<file path="config.mk">
export PLATFORM = sky130hd
export DESIGN_NAME = fp_div_sched
export DESIGN_NICKNAME = d
export VERILOG_FILES = /design/src/rtl/fp_div_pkg.sv /design/src/rtl/fp_div_rr_arb.sv /design/src/rtl/fp_div_sched.sv
export SDC_FILE = /design/constraint.sdc
export NUM_CORES = 1
export LEC_CHECK = 0
export CAP_MARGIN = 20
export CORE_AREA = 2 2 106 118
export DETAILED_ROUTE_END_ITERATION = 7
export DIE_AREA = 0 0 108 120
export HOLD_SLACK_MARGIN = 0.08
export PLACE_DENSITY = 0.85
export SYNTH_ARGS = -nofsm -noshare
export SYNTH_HDL_FRONTEND = slang
export SYNTH_SLANG_ARGS = --single-unit
</file>
<file path="constraint.sdc">
create_clock -name clk -period 1.8 [get_ports clk]
set_input_delay 0.27 -clock clk [delete_from_list [all_inputs] [get_ports clk]]
set_output_delay 0.27 -clock clk [all_outputs]
set_load 0.02 [all_outputs]
</file>
<file path="src/rtl/fp_div_pkg.sv">
// Shared types, constants and IEEE-754 operand classification for the
// fp_div_sched divider scheduler.
package fp_div_pkg;

  typedef enum logic [1:0] {
    ST_IDLE  = 2'd0,
    ST_ISSUE = 2'd1,
    ST_WAIT  = 2'd2,
    ST_RESP  = 2'd3
  } state_t;

  localparam int FLAG_NV = 4;
  localparam int FLAG_DZ = 3;
  localparam int FLAG_OF = 2;
  localparam int FLAG_UF = 1;
  localparam int FLAG_NX = 0;

  localparam logic [31:0] QNAN    = 32'h7FC0_0000;
  localparam logic [7:0]  EXP_INF = 8'hFF;

  typedef enum logic [1:0] {
    CLS_ZERO   = 2'd0,
    CLS_INF    = 2'd1,
    CLS_NAN    = 2'd2,
    CLS_FINITE = 2'd3
  } op_class_t;

  typedef struct packed {
    logic        hit;
    logic [31:0] y;
    logic [4:0]  flags;
  } special_t;

  // Subnormals count as finite nonzero operands.
  function automatic op_class_t op_class(input logic [31:0] x);
    op_class_t c;
    if (x[30:23] == EXP_INF) begin
      c = (x[22:0] == 23'd0) ? CLS_INF : CLS_NAN;
    end else if (x[30:0] == 31'd0) begin
      c = CLS_ZERO;
    end else begin
      c = CLS_FINITE;
    end
    return c;
  endfunction

  // Results for operand pairs that never need the iterative divider.
  function automatic special_t special_div(input logic [31:0] a, input logic [31:0] b);
    op_class_t ca;
    op_class_t cb;
    logic      s;
    special_t  r;
    ca = op_class(a);
    cb = op_class(b);
    s  = a[31] ^ b[31];
    r.hit            = 1'b1;
    r.y              = 32'd0;
    r.flags          = 5'd0;
    r.flags[FLAG_OF] = 1'b0;
    r.flags[FLAG_UF] = 1'b0;
    r.flags[FLAG_NX] = 1'b0;
    if ((ca == CLS_NAN) || (cb == CLS_NAN) ||
        ((ca == CLS_ZERO) && (cb == CLS_ZERO)) ||
        ((ca == CLS_INF) && (cb == CLS_INF))) begin
      r.y              = QNAN;
      r.flags[FLAG_NV] = 1'b1;
    end else if (cb == CLS_ZERO) begin
      r.y              = {s, EXP_INF, 23'd0};
      r.flags[FLAG_DZ] = 1'b1;
    end else if (ca == CLS_INF) begin
      r.y = {s, EXP_INF, 23'd0};
    end else if ((cb == CLS_INF) || (ca == CLS_ZERO)) begin
      r.y = {s, 31'd0};
    end else begin
      r.hit = 1'b0;
    end
    return r;
  endfunction

endpackage

</file>
<file path="src/rtl/fp_div_rr_arb.sv">
// Combinational round-robin arbiter: grants the first valid requester at or
// after ptr, wrapping modulo NREQ.
module fp_div_rr_arb
#(
  parameter int NREQ = 2,
  parameter int IDW  = $clog2(NREQ)
)
(
  input  logic [NREQ-1:0] req_valid,
  input  logic [IDW-1:0]  ptr,
  output logic [NREQ-1:0] grant,
  output logic [IDW-1:0]  grant_idx,
  output logic            grant_any
);

  logic [IDW-1:0] idx_s;

  // Scan from ptr upward; the first hit wins.
  always_comb begin
    grant     = '0;
    grant_idx = '0;
    grant_any = 1'b0;
    idx_s     = '0;
    for (int k = 0; k < NREQ; k++) begin
      idx_s = IDW'((int'(ptr) + k) % NREQ);
      if (!grant_any && req_valid[idx_s]) begin
        grant_any    = 1'b1;
        grant[idx_s] = 1'b1;
        grant_idx    = idx_s;
      end else begin
        grant_any = grant_any;
      end
    end
  end

endmodule

</file>
<file path="src/rtl/fp_div_sched.sv">
// Shares one fp_div_rne divider among NREQ requesters. Define
// FP_DIV_SCHED_SPECIAL_EN to resolve IEEE special operands locally.
module fp_div_sched
  import fp_div_pkg::*;
#(
  parameter int NREQ = 2,
  parameter int IDW  = $clog2(NREQ)
)
(
  input  logic              clk,
  input  logic              rst,
  input  logic [NREQ-1:0]   req_valid,
  output logic [NREQ-1:0]   req_ready,
  input  logic [32*NREQ-1:0] req_a,
  input  logic [32*NREQ-1:0] req_b,
  output logic              div_start,
  output logic [31:0]       div_a,
  output logic [31:0]       div_b,
  input  logic [31:0]       div_y,
  input  logic [4:0]        div_flags,
  input  logic              div_valid,
  output logic              rsp_valid,
  input  logic              rsp_ready,
  output logic [IDW-1:0]    rsp_id,
  output logic [31:0]       rsp_y,
  output logic [4:0]        rsp_flags,
  output logic              busy
);

  state_t         state_r;
  logic [IDW-1:0] ptr_r;
  logic [31:0]    a_r;
  logic [31:0]    b_r;
  logic [IDW-1:0] rsp_id_r;
  logic [31:0]    rsp_y_r;
  logic [4:0]     rsp_flags_r;
  logic           rsp_valid_r;
  logic           div_start_r;
  logic           busy_r;

  logic [NREQ-1:0] grant_s;
  logic [IDW-1:0]  grant_idx_s;
  logic            grant_any_s;
  logic            transfer_s;
  logic [31:0]     sel_a_s;
  logic [31:0]     sel_b_s;
  logic [IDW-1:0]  next_ptr_s;

  fp_div_rr_arb #(.NREQ(NREQ), .IDW(IDW)) u_arb (
    .req_valid (req_valid),
    .ptr       (ptr_r),
    .grant     (grant_s),
    .grant_idx (grant_idx_s),
    .grant_any (grant_any_s)
  );

  assign transfer_s = (state_r == ST_IDLE) && !rst && grant_any_s;
  assign req_ready  = transfer_s ? grant_s : '0;
  assign sel_a_s    = req_a[32*int'(grant_idx_s) +: 32];
  assign sel_b_s    = req_b[32*int'(grant_idx_s) +: 32];
  assign next_ptr_s = (grant_idx_s == IDW'(NREQ-1)) ? '0 : grant_idx_s + IDW'(1);

`ifdef FP_DIV_SCHED_SPECIAL_EN
  special_t spec_s;
  assign spec_s = special_div(sel_a_s, sel_b_s);
`endif

  // Scheduler FSM with all registered outputs.
  always_ff @(posedge clk) begin
    if (rst) begin
      state_r     <= ST_IDLE;
      ptr_r       <= '0;
      a_r         <= 32'd0;
      b_r         <= 32'd0;
      rsp_id_r    <= '0;
      rsp_y_r     <= 32'd0;
      rsp_flags_r <= 5'd0;
      rsp_valid_r <= 1'b0;
      div_start_r <= 1'b0;
      busy_r      <= 1'b0;
    end else begin
      case (state_r)
        ST_IDLE: begin
          if (transfer_s) begin
            a_r      <= sel_a_s;
            b_r      <= sel_b_s;
            rsp_id_r <= grant_idx_s;
            ptr_r    <= next_ptr_s;
            busy_r   <= 1'b1;
`ifdef FP_DIV_SCHED_SPECIAL_EN
            if (spec_s.hit) begin
              state_r     <= ST_RESP;
              rsp_y_r     <= spec_s.y;
              rsp_flags_r <= spec_s.flags;
              rsp_valid_r <= 1'b1;
            end else begin
              state_r     <= ST_ISSUE;
              div_start_r <= 1'b1;
            end
`else
            state_r     <= ST_ISSUE;
            div_start_r <= 1'b1;
`endif
          end
        end
        ST_ISSUE: begin
          div_start_r <= 1'b0;
          state_r     <= ST_WAIT;
        end
        ST_WAIT: begin
          if (div_valid) begin
            rsp_y_r     <= div_y;
            rsp_flags_r <= div_flags;
            rsp_valid_r <= 1'b1;
            state_r     <= ST_RESP;
          end
        end
        ST_RESP: begin
          if (rsp_ready) begin
            rsp_valid_r <= 1'b0;
            busy_r      <= 1'b0;
            state_r     <= ST_IDLE;
          end
        end
        default: begin
          state_r     <= ST_IDLE;
          rsp_valid_r <= 1'b0;
          div_start_r <= 1'b0;
          busy_r      <= 1'b0;
        end
      endcase
    end
  end

  assign div_start = div_start_r;
  assign div_a     = a_r;
  assign div_b     = b_r;
  assign rsp_valid = rsp_valid_r;
  assign rsp_id    = rsp_id_r;
  assign rsp_y     = rsp_y_r;
  assign rsp_flags = rsp_flags_r;
  assign busy      = busy_r;

endmodule

</file>
==> results of run 1 <==
-- synthesized netlist by cell type (3+ instances only) --
cell type  number  area share, %
nand2_1       112             10
dfxtp_1       108             52
a21oi_1        66            8.0
nor2_1         36            3.3
a222oi_1       30            7.3
a22oi_1        26            4.7
buf_2          17            2.1
clkbuf_1       13            1.2
a21oi_2         8            1.7
a22oi_2         8            2.4
ha_1            4            1.2
nand2b_1        4           0.60
buf_6           3           0.82
inv_1           3           0.27
-- through the flow --
| stage | util [%] | cell area, um2 | setup WS, ps |
|---|---|---|---|
| 2_1_floorplan | - | 4140 | 235 |
| 3_3_place_gp | 60.4 | 7140 | -188 |
| 3_5_place_dp | 60.4 | 7140 | -272 |
| 4_1_cts | 62.6 | 7400 | 21.6 |
| 5_1_grt | 63.1 | 7460 | 20.4 |
| 6_report | 63.1 | 7460 | 115 |
-- layer usage --
metal  wire (um)  vias to the layer above  global-route usage (%)
li1            -                     2183                       -
met1        5540                     2160                    24.0
met2        7900                      252                    40.3
met3        1270                       36                    5.65
met4         509                        0                    10.0
met5           0                        -                       0
-- critical path, cell delays in order, from the launching register on --
cell      delay [ps]
dfxtp_1          350
inv_2             60
ha_4             180
nand2_2           80
a211oi_4          40
buf_4            170
buf_12           160
a222oi_1         390
nor2_1            90
-- power groups by stage --
stage | clock network [mW] | logic, mW | registers [mW]
6_report | 1.83 | 3.36 | 3.03
5_1_grt | 1.97 | 3.61 | 3.07
4_1_cts | 1.90 | 3.31 | 3.02
3_5_place_dp | 0 | 3.30 | 3.07
3_3_place_gp | 0 | 3.20 | 3.05
2_1_floorplan | 0 | 1.22 | 3.51
-- flip-flops by register name, summed over array words and instances, names as in the netlist, 2 cells and up --
| register | cells |
|---|---|
| div_b | 32 |
| div_a | 32 |
| rsp_y | 32 |
| rsp_flags | 5 |
| state_r | 2 |
-- worst min path at each step --
stage / start / endpoint / slack, ps / cells past startpoint
5_1_grt: rst / ptr_r / 220 / 2
4_1_cts: rst / ptr_r / 190 / 2
3_3_place_gp: rsp_y[26] / rsp_y[26] / 440 / 2
6_report: rst / ptr_r / 210 / 2
3_5_place_dp: rsp_y[14] / rsp_y[14] / 450 / 2
2_1_floorplan: rsp_ready / busy / 380 / 1
-- layout make-up --
type	instances	area [um2]
diodes	2	5.00
clock buffers	11	233
clock inverters	5	37.5
fillers	983	4360
inverters	4	15.0
multi-input cells	309	1780
flip-flops and latches	108	2160
well taps	154	193
repair buffers	301	3030
-- repair_timing --
action / CTS / global route
resized for setup: 9 / 9
setup endpoints to repair: 5 / 35
pin swaps: 0 / 1
gates cloned: 0 / 1
-- kinds of logic (layout without fill, tap and decap cells) --
logic type,Yosys count,in the layout,synth area share (%)
compound gates,145,145,25.5
simple gates,159,159,15.1
buf+inv,43,321,5.68
fa+ha+maj,4,4,1.21
mux,1,1,0.242
flops,108,108,52.3
other cells,0,2,0
-- placed cells by master (no fill, tap or decap), types with 2 or more instances in the layout --
master / Yosys / layout
nand2_2: 0 / 2
o21ai_0: 2 / 2
nor3_1: 2 / 2
a21oi_2: 8 / 8
a22oi_2: 8 / 8
a22oi_1: 26 / 26
dfxtp_1: 108 / 107
nand2b_1: 4 / 4
buf_4: 2 / 18
nand2_1: 112 / 110
clkinvlp_4: 0 / 2
buf_2: 17 / 2
ha_1: 4 / 3
nor2_1: 36 / 36
inv_1: 3 / 2
diode_2: 0 / 2
clkbuf_1: 13 / 2
buf_12: 0 / 4
clkdlybuf4s50_1: 0 / 274
clkbuf_16: 0 / 10
inv_2: 1 / 2
a21oi_1: 66 / 66
a222oi_1: 30 / 30
==> impl_metrics.tcl, run 1 <==
set metrics [dict create \
    clockRootBuffer "clkbuf_16" \
    start_util_pct 35.0 \
    yosysWarningCount 0 \
    leakage_nw 2.62 \
    hold_viol 0 \
    drc 0 \
    p_sw_mw 2.79 \
    cts_tree "yes" \
    p_clk_share_pct 22.3 \
    syn_avg_cell_area_um2 9.00 \
    end_kind "flip-flop" \
    crit_path_start_kind "flip-flop" \
    via_per_inst 5.18 \
    grt_max_degree 58 \
    finClkSkew_ps 8.26 \
    r2r_end "div_b[31]" \
    ys.flop_type "dfxtp_1" \
    ys_seq_area_share_pct 52.3 \
    grt_pass1_vias 4655 \
    peakVddDrop_mv 0.471 \
    intPower_mw 5.43 \
    postCtsSetupBuffers 0 \
    first_pass_iters 7 \
    cap_violations 0 \
    io_pins 278 \
    sequentialPowerShare_pct 36.8 \
    dr_total_vias 4631 \
    finalCritPeriodShare_pct 93.6 \
    synthesis.area_um2 4140 \
    dp_hpwl_um 11000 \
    layout_min_cycle_time_ps 1680 \
    core_um2 11800 \
    setup_violations 0 \
    cts_buffers 9 \
    tightest_slew_ps 563 \
    synth.distinct_cells 31 \
    rows 42 \
    finalSetupTns_ps 0 \
    synth_fp_nets 635 \
    synth-edff-count 0 \
    path_max_fanout 37 \
    grt_pass1_wl_um 22900 \
    wl_um 15200 \
    die_w_um 108 \
    wl_per_cell_um 17.0 \
    synthCells 460 \
    ant_nets 0 \
    share_comb_of_total_power_pct 40.9 \
    critPathKind "flip-flop to flip-flop" \
    relSlewSlack_pct 62.4 \
    rsz0062_at_grt "no" \
    hold_buffers 0 \
    clk_path_buf_depth 2 \
    fin_cells 894 \
    grt_util_all_layers_pct 22.3 \
    dieArea_um2 13000 \
    detailedRoute.firstIterationViolations 300 \
    cts_sinks 108 \
    endpoint "div_b[31]" \
    ff2ff_setup_slack_ps 120 \
    fmax_mhz 594 \
    drive_gt1_share_pct 9.21 \
    ys_ff_latch 108 \
    power_mw 8.22 \
    gp_congestion 0.800 \
    synthArstFlopShare_pct 0 \
    antenna_found_initial 2 \
    syn2layout_area_growth_pct 80.3 \
    cts.reportedPaths.clkPinSlew_ps 70 \
    r2r_cells 8 \
    powerDensity_nw_per_um2 1100 \
    clock_latency_ps 350 \
    worstPathRequired_ps 2000 \
    outcome "complete, no violations" \
    hold_path.class "primary input to flip-flop" \
    die_height_um 120 \
    portBuffers 277 \
    h-tree-depth 3 \
    sw_frac_of_total_pct 33.9 \
    grt_overflow 0 \
    placed_cells 875 \
    whs_ps 211 \
    worst_ep_arrival_time_ps 1890 \
    reg2reg_from "state_r[0]" \
    worstSetupStartpoint "state_r[0]" \
    slew_viol_final 0 \
    nNetsFinal 908 \
]
(Power assumes the default switching activity.)
==> run 2, diff against run 1 <==
--- a/config.mk
+++ b/config.mk
@@ -5,6 +5,7 @@
 export SDC_FILE = /design/constraint.sdc
 export NUM_CORES = 1
 export LEC_CHECK = 0
+export ABC_AREA = 0
 export CAP_MARGIN = 20
 export CORE_AREA = 2 2 106 118
 export DETAILED_ROUTE_END_ITERATION = 7
==> results of run 2 <==
No change in the layout: final DEF, timing and power equal those of run 1.
==> run 3, diff against run 2 <==
--- a/config.mk
+++ b/config.mk
@@ -7,11 +7,13 @@
 export LEC_CHECK = 0
 export ABC_AREA = 0
 export CAP_MARGIN = 20
-export CORE_AREA = 2 2 106 118
+export CELL_PAD_IN_SITES_DETAIL_PLACEMENT = 0
+export CELL_PAD_IN_SITES_GLOBAL_PLACEMENT = 1
+export CORE_AREA = 2 2 126 140
 export DETAILED_ROUTE_END_ITERATION = 7
-export DIE_AREA = 0 0 108 120
+export DIE_AREA = 0 0 128 142
 export HOLD_SLACK_MARGIN = 0.08
-export PLACE_DENSITY = 0.85
+export PLACE_DENSITY = 0.86
 export SYNTH_ARGS = -nofsm -noshare
 export SYNTH_HDL_FRONTEND = slang
 export SYNTH_SLANG_ARGS = --single-unit
==> impl_metrics.tcl, run 3 (synthesis results as in run 1) <==
set metrics [dict create \
    outcome "complete, no violations" \
    end_kind "primary output" \
    relSlewSlack_pct 47.2 \
    nFillCells 1663 \
    cts_sinks 108 \
    reg2reg_from "state_r[0]" \
    worstPathRequired_ps 1530 \
    hold_path.class "primary input to flip-flop" \
    hold_buffers 0 \
    dieArea_um2 18200 \
    cap_violations 0 \
    clk_path_buf_depth 2 \
    gp_congestion 0.771 \
    worst_ep_arrival_time_ps 1430 \
    path_max_fanout 3 \
    hp-start "rst" \
    tightest_slew_ps 792 \
    clockRootBuffer "clkbuf_16" \
    dr_total_vias 4442 \
    powerDensity_nw_per_um2 1140 \
    h-tree-depth 3 \
    first_pass_iters 6 \
    finalCritPeriodShare_pct 94.4 \
    critPathKind "flip-flop to primary output" \
    detailedRoute.firstIterationViolations 325 \
    core_um2 16800 \
    via_per_inst 4.67 \
    whs_ps 293 \
    io_pins 278 \
    rsz0062_at_grt "no" \
    r2r_cells 8 \
    cts.reportedPaths.clkPinSlew_ps 70 \
    rows 50 \
    grt_pass1_wl_um 23400 \
    grt_overflow 0 \
    power_mw 8.73 \
    die_height_um 142 \
    cts_buffers 9 \
    hold_viol 0 \
    die_w_um 128 \
    finClkSkew_ps 5.03 \
    dpl_cell_area_um2 7230 \
    syn2layout_area_growth_pct 84.7 \
    final_cell_area_um2 7640 \
    grt_util_all_layers_pct 16.3 \
    final_cell_mix "clkdlybuf4s50_1, nand2_1, dfxtp_1" \
    cts_tree "yes" \
    antenna_found_initial 0 \
    wl_per_cell_um 15.9 \
    peakVddDrop_mv 0.563 \
    r2r_end "div_a[6]" \
    crit_path_start_kind "flip-flop" \
    mostFrequentLayoutCell "clkdlybuf4s50_1" \
    start_util_pct 24.7 \
    fmax_mhz 588 \
    nNetsFinal 914 \
    diodes 0 \
    dp_hpwl_um 10600 \
    ff2ff_setup_slack_ps 130 \
    drc 0 \
    whs_path_depth 3 \
    leakage_nw 2.70 \
    clock_latency_ps 350 \
    slew_viol_final 0 \
    layout_min_cycle_time_ps 1700 \
    drive_gt1_share_pct 9.83 \
    setup_violations 0 \
    portBuffers 277 \
    hold_end "ptr_r" \
    wl_um 15100 \
    post-route-util_pct 45.6 \
    grt_max_degree 67 \
    ant_nets 0 \
    grt_pass1_vias 4462 \
]
-- run 3: cell types whose count changed in the layout (fill, tap and decap cells not counted), moves of 2 or more --
cell	before	now
buf_6	1	4
bufinv_16	0	3
diode_2	2	0
buf_12	4	6
buf_4	18	23
buf_2	2	0
-- run 3: what timing repair did --
item                                   in CTS  in global routing
gates resized for setup                    14                  3
pin swaps                                   2                  2
setup endpoints to repair                  48                 19
buffers inserted                            4                  1
endpoints found under the hold margin       0                  0
-- run 3: area by class of cell --
cell class | count | area [um2] | area share [%]
Clock inverter | 4 | 97.6 | 1.28
Sequential cell | 108 | 2160 | 28.3
Timing Repair Buffer | 307 | 3080 | 40.3
Clock buffer | 11 | 243 | 3.18
Multi-Input combinational cell | 309 | 1780 | 23.3
Tap cell | 208 | 260 | 3.41
Inverter | 4 | 15.0 | 0.196
-- run 3: per-stage QoR --
stage	TNS (ps)	std cells	worst slack [ps]
detailed placement	-16590	931	-348
CTS	0	950	15.0
floorplan	0	460	235
global route	0	951	3.23
global placement	-16490	931	-339
finish	0	951	99.9
-- run 3: worst max-delay path by stage --
stage                         to  cells after the start  slack [ps]          from
detailed placement  req_ready[0]                      4        -350  req_valid[0]
CTS                 req_ready[0]                      5          10    state_r[1]
global route           div_b[18]                      7           3    state_r[0]
global placement       div_b[19]                      6        -340  req_valid[0]
floorplan              div_a[18]                      8         230    state_r[0]
finish              req_ready[0]                      5         100    state_r[0]
-- run 3: metal layers --
layer  global-route usage (%)  wire length, um  vias to the layer above
met1                     19.2             6160                     2055
met4                     6.30              359                        0
met2                     28.2             7480                      168
li1                         -                -                     2195
met5                        0                0                        -
met3                     4.59             1110                       24
-- run 3: power by group --
part | internal (mW) | switching [mW] | total, mW
clock network | 1.39 | 0.894 | 2.29
logic | 1.75 | 1.67 | 3.42
registers | 2.79 | 0.221 | 3.02
-- run 3: critical path, cell delays in order, from the launching register on --
cell	delay [ps]
dfxtp_1	320
inv_2	80
ha_4	130
nand2_1	80
a211oi_4	260
buf_4	210
